===== config.mk =====
export PLATFORM = sky130hd
export DESIGN_NAME = kronos_mem_arbiter
export DESIGN_NICKNAME = d
export VERILOG_FILES = /design/src/rtl/kronos_arb_pkg.sv /design/src/rtl/kronos_rr_picker.sv /design/src/rtl/kronos_mem_arbiter.sv
export SDC_FILE = /design/constraint.sdc
export NUM_CORES = 1
export LEC_CHECK = 0
export ABC_AREA = 1
export CAP_MARGIN = 20
export CORE_AREA = 2 2 170 172
export DETAILED_ROUTE_END_ITERATION = 12
export DIE_AREA = 0 0 172 174
export HOLD_SLACK_MARGIN = 0.06
export PLACE_DENSITY_LB_ADDON = 0.1
export REMOVE_ABC_BUFFERS = 1
export SYNTH_ARGS = -nofsm -noshare
export SYNTH_HDL_FRONTEND = slang
export SYNTH_SLANG_ARGS = --single-unit
export TNS_END_PERCENT = 30

===== constraint.sdc =====
create_clock -name clk -period 4.44 [get_ports clk]
set_input_delay 0.444 -clock clk [delete_from_list [all_inputs] [get_ports clk]]
set_output_delay 0.444 -clock clk [all_outputs]
set_load 0.02 [all_outputs]

===== src/rtl/kronos_arb_pkg.sv =====
// ============================================================================
// kronos_arb_pkg : shared types for the Kronos multi-core memory arbiter
// Rev 1.0
// ============================================================================
`default_nettype none

package kronos_arb_pkg;

  typedef enum logic {
    CLS_DATA  = 1'b0,
    CLS_INSTR = 1'b1
  } req_class_e;

  // Core index field is sized for the maximum supported core count
  localparam int unsigned TAG_IDX_W = $clog2(8);

  typedef struct packed {
    logic                 valid;
    req_class_e           cls;
    logic [TAG_IDX_W-1:0] idx;
    logic                 is_write;
  } arb_tag_t;

  localparam logic ARB_FIXED = 1'b0;
  localparam logic ARB_RR    = 1'b1;

endpackage

`default_nettype wire


===== src/rtl/kronos_rr_picker.sv =====
// ============================================================================
// kronos_rr_picker : combinational requester picker, fixed-priority or
//                    round-robin starting at ptr
// Rev 1.0
// ============================================================================
`default_nettype none

module kronos_rr_picker
  import kronos_arb_pkg::*;
#(
  parameter int unsigned N  = 2,
  parameter int unsigned PW = (N > 1) ? $clog2(N) : 1
) (
  input  logic [N-1:0]  req,
  input  logic [PW-1:0] ptr,
  input  logic          mode,
  output logic          gnt_valid,
  output logic [PW-1:0] gnt_idx
);

  logic [PW-1:0] start;
  logic          hi_hit;
  logic          lo_hit;
  logic [PW-1:0] hi_idx;
  logic [PW-1:0] lo_idx;

  assign start = (mode == ARB_RR) ? ptr : '0;

  // Lowest index at/after start wins; otherwise wrap to the lowest index overall
  always_comb begin
    hi_hit = 1'b0;
    lo_hit = 1'b0;
    hi_idx = '0;
    lo_idx = '0;
    for (int c = N - 1; c >= 0; c--) begin
      if (req[c]) begin
        lo_hit = 1'b1;
        lo_idx = PW'(c);
        if (PW'(c) >= start) begin
          hi_hit = 1'b1;
          hi_idx = PW'(c);
        end
      end
    end
  end

  assign gnt_valid = lo_hit;
  assign gnt_idx   = hi_hit ? hi_idx : lo_idx;

endmodule

`default_nettype wire


===== src/rtl/kronos_mem_arbiter.sv =====
// ============================================================================
// kronos_mem_arbiter : shares one single-port SRAM between the instruction and
//                      data ports of NUM_CORES Kronos cores
// Rev 1.0
// ============================================================================
`default_nettype none

module kronos_mem_arbiter
  import kronos_arb_pkg::*;
#(
  parameter int unsigned NUM_CORES    = 2,
  parameter int unsigned ARB_MODE     = 1,
  parameter int unsigned MEM_LATENCY  = 1,
  parameter int unsigned STARVE_LIMIT = 8
) (
  input  logic                        clk,
  input  logic                        rstz,
  input  logic [NUM_CORES-1:0][31:0]  instr_addr,
  input  logic [NUM_CORES-1:0]        instr_req,
  output logic [NUM_CORES-1:0][31:0]  instr_data,
  output logic [NUM_CORES-1:0]        instr_ack,
  input  logic [NUM_CORES-1:0][31:0]  data_addr,
  input  logic [NUM_CORES-1:0][31:0]  data_wr_data,
  input  logic [NUM_CORES-1:0][3:0]   data_mask,
  input  logic [NUM_CORES-1:0]        data_wr_en,
  input  logic [NUM_CORES-1:0]        data_req,
  output logic [NUM_CORES-1:0][31:0]  data_rd_data,
  output logic [NUM_CORES-1:0]        data_ack,
  output logic                        mem_en,
  output logic                        mem_wr_en,
  output logic [31:0]                 mem_addr,
  output logic [31:0]                 mem_wr_data,
  output logic [3:0]                  mem_mask,
  input  logic [31:0]                 mem_rd_data
);

  localparam int unsigned       PTR_W    = (NUM_CORES > 1) ? $clog2(NUM_CORES) : 1;
  localparam int unsigned       CNT_W    = $clog2(STARVE_LIMIT + 1);
  localparam logic [CNT_W-1:0]  CNT_MAX  = CNT_W'(STARVE_LIMIT);
  localparam logic [PTR_W-1:0]  PTR_LAST = PTR_W'(NUM_CORES - 1);
  localparam logic              MODE_SEL = (ARB_MODE != 0) ? ARB_RR : ARB_FIXED;

  arb_tag_t             tag_q [MEM_LATENCY];
  arb_tag_t             tag_d;
  arb_tag_t             head;
  logic [PTR_W-1:0]     instr_ptr_q, instr_ptr_d;
  logic [PTR_W-1:0]     data_ptr_q, data_ptr_d;
  logic [CNT_W-1:0]     starve_q, starve_d;
  logic [NUM_CORES-1:0] instr_busy, data_busy;
  logic [NUM_CORES-1:0] instr_elig, data_elig;
  logic                 instr_hit, data_hit;
  logic [PTR_W-1:0]     instr_win, data_win, win_idx;
  logic                 gnt_instr, gnt_data, starve_force;

  // A requester with any tag in the pipeline (including the acking head) is busy
  always_comb begin
    instr_busy = '0;
    data_busy  = '0;
    for (int s = 0; s < MEM_LATENCY; s++) begin
      for (int c = 0; c < NUM_CORES; c++) begin
        if (tag_q[s].valid && (tag_q[s].idx == TAG_IDX_W'(c))) begin
          if (tag_q[s].cls == CLS_INSTR) instr_busy[c] = 1'b1;
          else                           data_busy[c]  = 1'b1;
        end
      end
    end
  end

  assign instr_elig = instr_req & ~instr_busy;
  assign data_elig  = data_req & ~data_busy;

  kronos_rr_picker #(.N(NUM_CORES), .PW(PTR_W)) u_pick_instr (
    .req       (instr_elig),
    .ptr       (instr_ptr_q),
    .mode      (MODE_SEL),
    .gnt_valid (instr_hit),
    .gnt_idx   (instr_win)
  );

  kronos_rr_picker #(.N(NUM_CORES), .PW(PTR_W)) u_pick_data (
    .req       (data_elig),
    .ptr       (data_ptr_q),
    .mode      (MODE_SEL),
    .gnt_valid (data_hit),
    .gnt_idx   (data_win)
  );

  // Data outranks instr unless instr has lost STARVE_LIMIT times in a row
  assign starve_force = (starve_q == CNT_MAX);
  assign gnt_instr    = rstz & instr_hit & (starve_force | ~data_hit);
  assign gnt_data     = rstz & data_hit & ~gnt_instr;
  assign win_idx      = gnt_instr ? instr_win : data_win;

  always_comb begin
    mem_en      = gnt_instr | gnt_data;
    mem_wr_en   = 1'b0;
    mem_addr    = '0;
    mem_wr_data = '0;
    mem_mask    = '0;
    if (gnt_instr) begin
      mem_addr = instr_addr[instr_win];
    end else if (gnt_data) begin
      mem_addr  = data_addr[data_win];
      mem_wr_en = data_wr_en[data_win];
      if (data_wr_en[data_win]) begin
        mem_wr_data = data_wr_data[data_win];
        mem_mask    = data_mask[data_win];
      end
    end
  end

  always_comb begin
    tag_d          = '0;
    tag_d.valid    = gnt_instr | gnt_data;
    tag_d.cls      = gnt_instr ? CLS_INSTR : CLS_DATA;
    tag_d.idx      = TAG_IDX_W'(win_idx);
    tag_d.is_write = gnt_data & data_wr_en[data_win];
  end

  always_comb begin
    instr_ptr_d = instr_ptr_q;
    data_ptr_d  = data_ptr_q;
    if (gnt_instr) instr_ptr_d = (instr_win == PTR_LAST) ? '0 : instr_win + 1'b1;
    if (gnt_data)  data_ptr_d  = (data_win == PTR_LAST) ? '0 : data_win + 1'b1;
  end

  always_comb begin
    starve_d = starve_q;
    if (gnt_instr || !instr_hit) begin
      starve_d = '0;
    end else if (gnt_data && (starve_q != CNT_MAX)) begin
      starve_d = starve_q + 1'b1;
    end
  end

  always_ff @(posedge clk or negedge rstz) begin
    if (!rstz) begin
      for (int s = 0; s < MEM_LATENCY; s++) tag_q[s] <= '0;
      instr_ptr_q <= '0;
      data_ptr_q  <= '0;
      starve_q    <= '0;
    end else begin
      tag_q[0] <= tag_d;
      for (int s = 1; s < MEM_LATENCY; s++) tag_q[s] <= tag_q[s-1];
      instr_ptr_q <= instr_ptr_d;
      data_ptr_q  <= data_ptr_d;
      starve_q    <= starve_d;
    end
  end

  assign head = tag_q[MEM_LATENCY-1];

  always_comb begin
    instr_ack    = '0;
    instr_data   = '0;
    data_ack     = '0;
    data_rd_data = '0;
    for (int c = 0; c < NUM_CORES; c++) begin
      if (head.valid && (head.idx == TAG_IDX_W'(c))) begin
        if (head.cls == CLS_INSTR) begin
          instr_ack[c]  = 1'b1;
          instr_data[c] = mem_rd_data;
        end else begin
          data_ack[c] = 1'b1;
          if (!head.is_write) data_rd_data[c] = mem_rd_data;
        end
      end
    end
  end

endmodule

`default_nettype wire


==> reports/results.ini, run 1 <==
[grt]
antenna_found_initial=2
grt_pass1_wl_um=37300
grt-ovfl-total=0
grt_start_max_net_pins=70
grt_pass1_vias=6144
gr-usage-all-layers=0.162

[clocking]
clk_path_buf_depth=2
hold_buffers=0
cts_max_level=1
cts_setup_buffers=0
clk_pin_slew_ns=0.04
clock_latency_ns=0.23
clock-root-buffer=clkbuf_16
cts_sinks=10
cts_buffers=3
cts_resized=0
cts_tree=built

[critical_path]
path_delay_family=buffers and inverters
cpPeakStageDelay_ns=0.61
cp.required_ns=4.00
crit_path_end_kind=output port
arrival_ns=3.07
setup.worst_path.start_class=primary input
crit_chain=clkdlybuf4s50_1 -> nand3_2 -> nand3_1 -> nand2_1 -> inv_2 -> nand2_1 -> nor2_1 -> clkdlybuf4s50_1
crit_buf_inv=3
crit_path_max_fanout=36
path_class=primary input to output port
crit_slowest_cell=clkdlybuf4s50_1

[detailed_routing]
routed-via-count=6277
drt_first_pass_iters=4
wl_per_cell_um=16.7
via_per_inst=4.03
routed_wl_um=26000
drt_iter0_drc=274
ant_nets=0
drc=0

[floorplan]
start_util=0.125
rows=62
fp.dieArea_um2=29900
pin_count=442
die_h_um=174
core_area_um2=28200
die_x_um=172

[logic_synthesis]
yosys.area_share.simple=0.772
synthCells=780
synth_compound_area_frac=0.0113
synth-seq-cells=10
syn_area_per_cell_um2=4.53
synth_top_family_by_area=simple AND/OR/NAND/NOR gates
synth_xor_area_frac=0.00496
synth_warnings=0
yosysSeqAreaShare=0.0709
synth.cell_area_um2=3530
muxShareOfSynthArea=0
ys_types=23
synthAdderAreaFrac=0.00709

[timing]
whs_ns=0.469
final_max_slew_viol_count=0
finalHoldViolations=0
finalWorstSetupSlack_ns=0.926
rsz0062_at_grt=false
finalCritPeriodShare=0.791
tns_ns=0
fin_skew_ns=0.00208
max_freq_mhz=285
setup_viol=0
slew_headroom=0.528
worst_pin_slew_ns=0.707
fin_crit_ns=3.51

[finish]
regArea_um2=250
multiInputGateArea_um2=2810
nets=1417
drive_gt1_frac=0.0307
layout.filler_cells=3197
syn2layout_area_growth_pct=137
stdcell_area_um2=8360

[place]
numPortBuffers=441
pre_cts_ws_ns=0.875
post_dp_cell_area_um2=8280
dp_hpwl_um=20800
gp_congestion=0.823

[run_status]
outcome=finished clean

[worst_hold_path]
hold_class=register to register

[power]
ir_worst_vdd_uv=106
fin_total_pwr_w=0.00167
power_leakage_nw=3.76
power_density_nw_per_um2=199

[run]
cap_violations=0

==> report_power, final <==
part	internal (W)	leakage, nW	switching, W
combinational	0.000605	3.59	0.000774
sequential	0.000112	0.128	0.0000181
clock	0.000117	0.0370	0.0000414
==> routing by layer <==
metal / vias to the layer above / track usage / part of all wire
met5: - / 0 / 0
met4: 0 / 0.0284 / 0.011
met3: 14 / 0.0367 / 0.088
met2: 300 / 0.326 / 0.53
met1: 2731 / 0.168 / 0.37
li1: 3232 / - / -
==> registers in the layout, indices dropped and copies added (netlist names) <==
register     count
head             4
instr_ptr_q      1
data_ptr_q       1
starve_q         4
==> cells in the mapped netlist (all sizes together) <==
cell type,instances,share of area
nand2,325,0.35
nand3,141,0.20
nor2,110,0.12
nor3,64,0.091
inv,49,0.052
clkbuf,36,0.038
buf,31,0.044
dfrtp,10,0.071
nand3b,3,0.0064
o21ai,3,0.0053
a21oi,2,0.0060
ha,2,0.0071
or2,2,0.0035
xor2,2,0.0050
==> stage by stage <==
step,util,instances
after global routing,0.296,1559
after floorplan,-,713
after CTS,0.296,1557
final,0.296,1559
after detailed placement,0.293,1554
after global placement,0.293,1554
==> cell usage in the layout (no fill, tap or decap) <==
cell type        instances
or2_2                    2
ha_1                     2
clkbuf_16                3
xor2_1                   2
clkdlybuf4s50_1        441
nand3b_1                 3
o21ai_0                  2
a21oi_1                  1
nand3_1                138
nand3_2                  3
nand2_2                  3
nor2_2                   1
buf_4                   14
nand2_1                322
dfrtp_1                 10
o21ai_2                  1
buf_12                   2
inv_2                    5
nor2_4                   1
nor3_1                  64
inv_1                   44
diode_2                  2
a21oi_4                  1
nor2_1                 108
==> area by class of cell <==
cell class | count | area share
timing repair buffer | 457 | 0.545
antenna | 2 | 0.000598
multi-input combinational | 654 | 0.336
clock buffer | 3 | 0.00898
tap | 384 | 0.0575
sequential | 10 | 0.0299
inverter | 49 | 0.0220
==> worst min-delay path, delay by kind of cell, from the launching register on <==
kind             cells  cell delay [ns]
flip-flops           1             0.33
AND/OR/NAND/NOR      2             0.10
==> worst paths after layout <==
| check | slack [ns] | cells after the start | endpoint | from |
|---|---|---|---|---|
| max | 0.93 | 8 | mem_mask[3] | data_req[0] |
| min | 0.47 | 2 | instr_ptr_q$_DFFE_PN0N_ | instr_ptr_q$_DFFE_PN0N_ |
| max reg2reg | 2.44 | 7 | data_ptr_q$_DFFE_PN0N_ | head[4]$_DFF_PN0_ |
| min reg2reg | 0.47 | 2 | instr_ptr_q$_DFFE_PN0N_ | instr_ptr_q$_DFFE_PN0N_ |
| max in group asynchronous | 3.76 | 2 | head[1]$_DFF_PN0_ | rstz |
| min in group asynchronous | 0.52 | 2 | starve_q[1]$_DFFE_PN0P_ | rstz |
==> logic make-up (layout without fill, tap and decap cells) <==
family	count (synthesis)	in the layout
buffers and inverters	116	509
adder cells (fa/ha/maj)	2	2
AO/OA/AOI/OAI	5	5
XOR/XNOR	2	2
flip-flops	10	10
AND/OR/NAND/NOR	645	645
other	0	2
Power figures use the tool's default switching activity.
==> run 2, diff against run 1 <==
- CORE_AREA: 2 2 170 172 -> 2 2 171 173
- DIE_AREA: 0 0 172 174 -> 0 0 173 175
- clock period: 4.44 -> 3.3 ns (I/O delays scaled with it)
==> run 2 against run 1 <==
  * Cell area increased by 1.3%
  * Sequential power increased by 35%
  * Hold slack got worse by 0.040 ns
  * Critical path depth increased by 1
  * Sequential share of layout area about the same
  * Highest routed layer is now met5
==> reports/results.ini, run 2 (synthesis results as in run 1) <==
[power]
ir_worst_vdd_uv=156  ; +47%
fin_total_pwr_w=0.00231  ; +39%
clkPwrFrac=0.106  ; +0.011
seqPwrFrac=0.076  ; -0.002
power_leakage_nw=3.82  ; +1.6%
swShare=0.493  ; -0.00714
power_density_nw_per_um2=273  ; +37%
switchingPower_w=0.00114  ; +37%
pwr-share-comb=0.818  ; -0.009
p_int_w=0.00117  ; +41%

[timing]
worst_pin_slew_ns=0.645  ; -0.0619 ns
finalWorstSetupSlack_ns=0.229  ; -0.697 ns
max_freq_mhz=326
final_max_slew_viol_count=0  ; unchanged
fin_skew_ns=0.000791  ; -0.00129 ns
fin_crit_ns=3.07
setup_viol=0  ; unchanged
rsz0062_at_grt=false
finalCritPeriodShare=0.931
finalHoldViolations=0  ; unchanged
slew_headroom=0.570  ; +0.0413

[finish]
fin_util=0.298  ; +0.00226
syn2layout_area_growth_pct=140
layout.filler_cells=3240  ; +1.3%
final_cell_mix=441 x clkdlybuf4s50_1, 322 x nand2_1, 138 x nand3_1, 108 x nor2_1, 64 x nor3_1
final_common_cell=clkdlybuf4s50_1
drive_gt1_frac=0.0381  ; +0.00738
nets=1425  ; +0.56%
num_antenna_cells=0  ; -2

[clocking]
cts_tree=built
clk_path_buf_depth=2  ; unchanged
cts_sinks=10  ; unchanged
cts_max_level=1  ; unchanged
clk_pin_slew_ns=0.04  ; about the same
hold_buffers=0  ; unchanged
cts_buffers=3  ; unchanged
clock_latency_ns=0.24  ; about the same
clock-root-buffer=clkbuf_16
cts_setup_buffers=0  ; unchanged

[floorplan]
start_util=0.124  ; -0.000683
pin_count=442  ; unchanged
die_x_um=173  ; +0.58%
fp.dieArea_um2=30300  ; +1.2%
die_h_um=175  ; +0.57%
rows=62  ; unchanged
core_area_um2=28400  ; +0.55%

[critical_path]
crit_path_end_kind=output port
arrival_ns=2.74  ; -0.33 ns
crit_path_max_fanout=50  ; +39%
r2r_cells=9  ; +2
path_class=register to output port
regToRegStartpoint=head[4]$_DFF_PN0_
r2r_end=head[0]$_DFF_PN0_
cp.required_ns=2.97  ; -1.03 ns
ff2ff_setup_slack_ns=1.47  ; -0.97 ns
setup.worst_path.start_class=register

[place]
gp_congestion=0.814  ; -1.1%
numPortBuffers=441  ; unchanged
dp_hpwl_um=21600  ; +3.8%
pre_cts_ws_ns=0.278  ; -0.597 ns

[grt]
grt_pass1_vias=6404  ; +4.2%
antenna_found_initial=3  ; +1
gr-usage-all-layers=0.165  ; +0.00272
grt_pass1_wl_um=39000  ; +4.6%
grt-ovfl-total=0  ; unchanged
grt_start_max_net_pins=65  ; -7.1%

[detailed_routing]
ant_nets=0  ; unchanged
routed-via-count=6364  ; +1.4%
routed_wl_um=26600  ; +2.2%
drc=0  ; unchanged
drt_iter0_drc=275  ; +0.36%
wl_per_cell_um=17.0  ; +1.8%
drt_first_pass_iters=4  ; unchanged
via_per_inst=4.06  ; +0.93%

[worst_hold_path]
hold_class=primary input to asynchronous set/reset pin

[run]
cap_violations=0  ; unchanged

[run_status]
outcome=finished clean

-- run 2: per-stage QoR --
step | hold slack, ns | cell area (um^2) | instances | TNS, ns
3_5_place_dp | 0.463 | 8380 | 1562 | 0
6_report | 0.430 | 8470 | 1566 | 0
5_1_grt | 0.437 | 8470 | 1566 | 0
3_3_place_gp | 0.460 | 8380 | 1562 | 0
2_1_floorplan | 0.0344 | 3240 | 713 | -22.52
4_1_cts | 0.433 | 8470 | 1566 | 0
-- run 2: critical path, cell delays in order, from the launching register on --
cell and delay, ns:
dfrtp_1 0.48, inv_2 0.07, nand3_1 0.15, nand3_2 0.16
buf_4 0.50, nand3_1 0.13, nand2_1 0.11, nand2_1 0.07
nor2_1 0.17, clkdlybuf4s50_1 0.64
-- run 2: worst max-delay path by stage --
stage,startpoint,endpoint,depth (start not counted)
floorplan,head[5]$_DFF_PN0_,mem_mask[0],9
global placement,data_req[0],mem_addr[7],9
global route,head[4]$_DFF_PN0_,mem_addr[3],9
detailed placement,data_req[0],mem_addr[7],9
CTS,head[4]$_DFF_PN0_,mem_addr[7],10
finish,head[4]$_DFF_PN0_,mem_wr_data[11],9
-- run 2: timing repair --
item | 4_1_cts | 5_1_grt
gates resized for setup | 0 | 1
endpoints found under the setup margin | 0 | 4
hold endpoints to repair | 0 | 0
-- run 2: per-layer routing --
metal / GRT usage / routed length (um)
met1: 0.175 / 10100
met2: 0.327 / 14000
met3: 0.0450 / 2200
met4: 0.0230 / 261
met5: 0 / 36
-- run 2: power groups by stage --
stage          combinational, W  clock (W)  sequential (W)
2_1_floorplan          0.000901          0        0.000171
3_3_place_gp            0.00193          0        0.000177
3_5_place_dp            0.00192          0        0.000177
4_1_cts                 0.00192   0.000249        0.000175
5_1_grt                 0.00207   0.000258        0.000179
6_report                0.00189   0.000246        0.000175
-- run 2: layout make-up --
class                      count  area, um^2  area share
multi-input combinational    654        2810       0.332
inverter                      49         184      0.0217
clock buffer                   4        88.8      0.0105
tap                          384         480      0.0567
timing repair buffer         465        4660       0.550
sequential                    10         250      0.0295
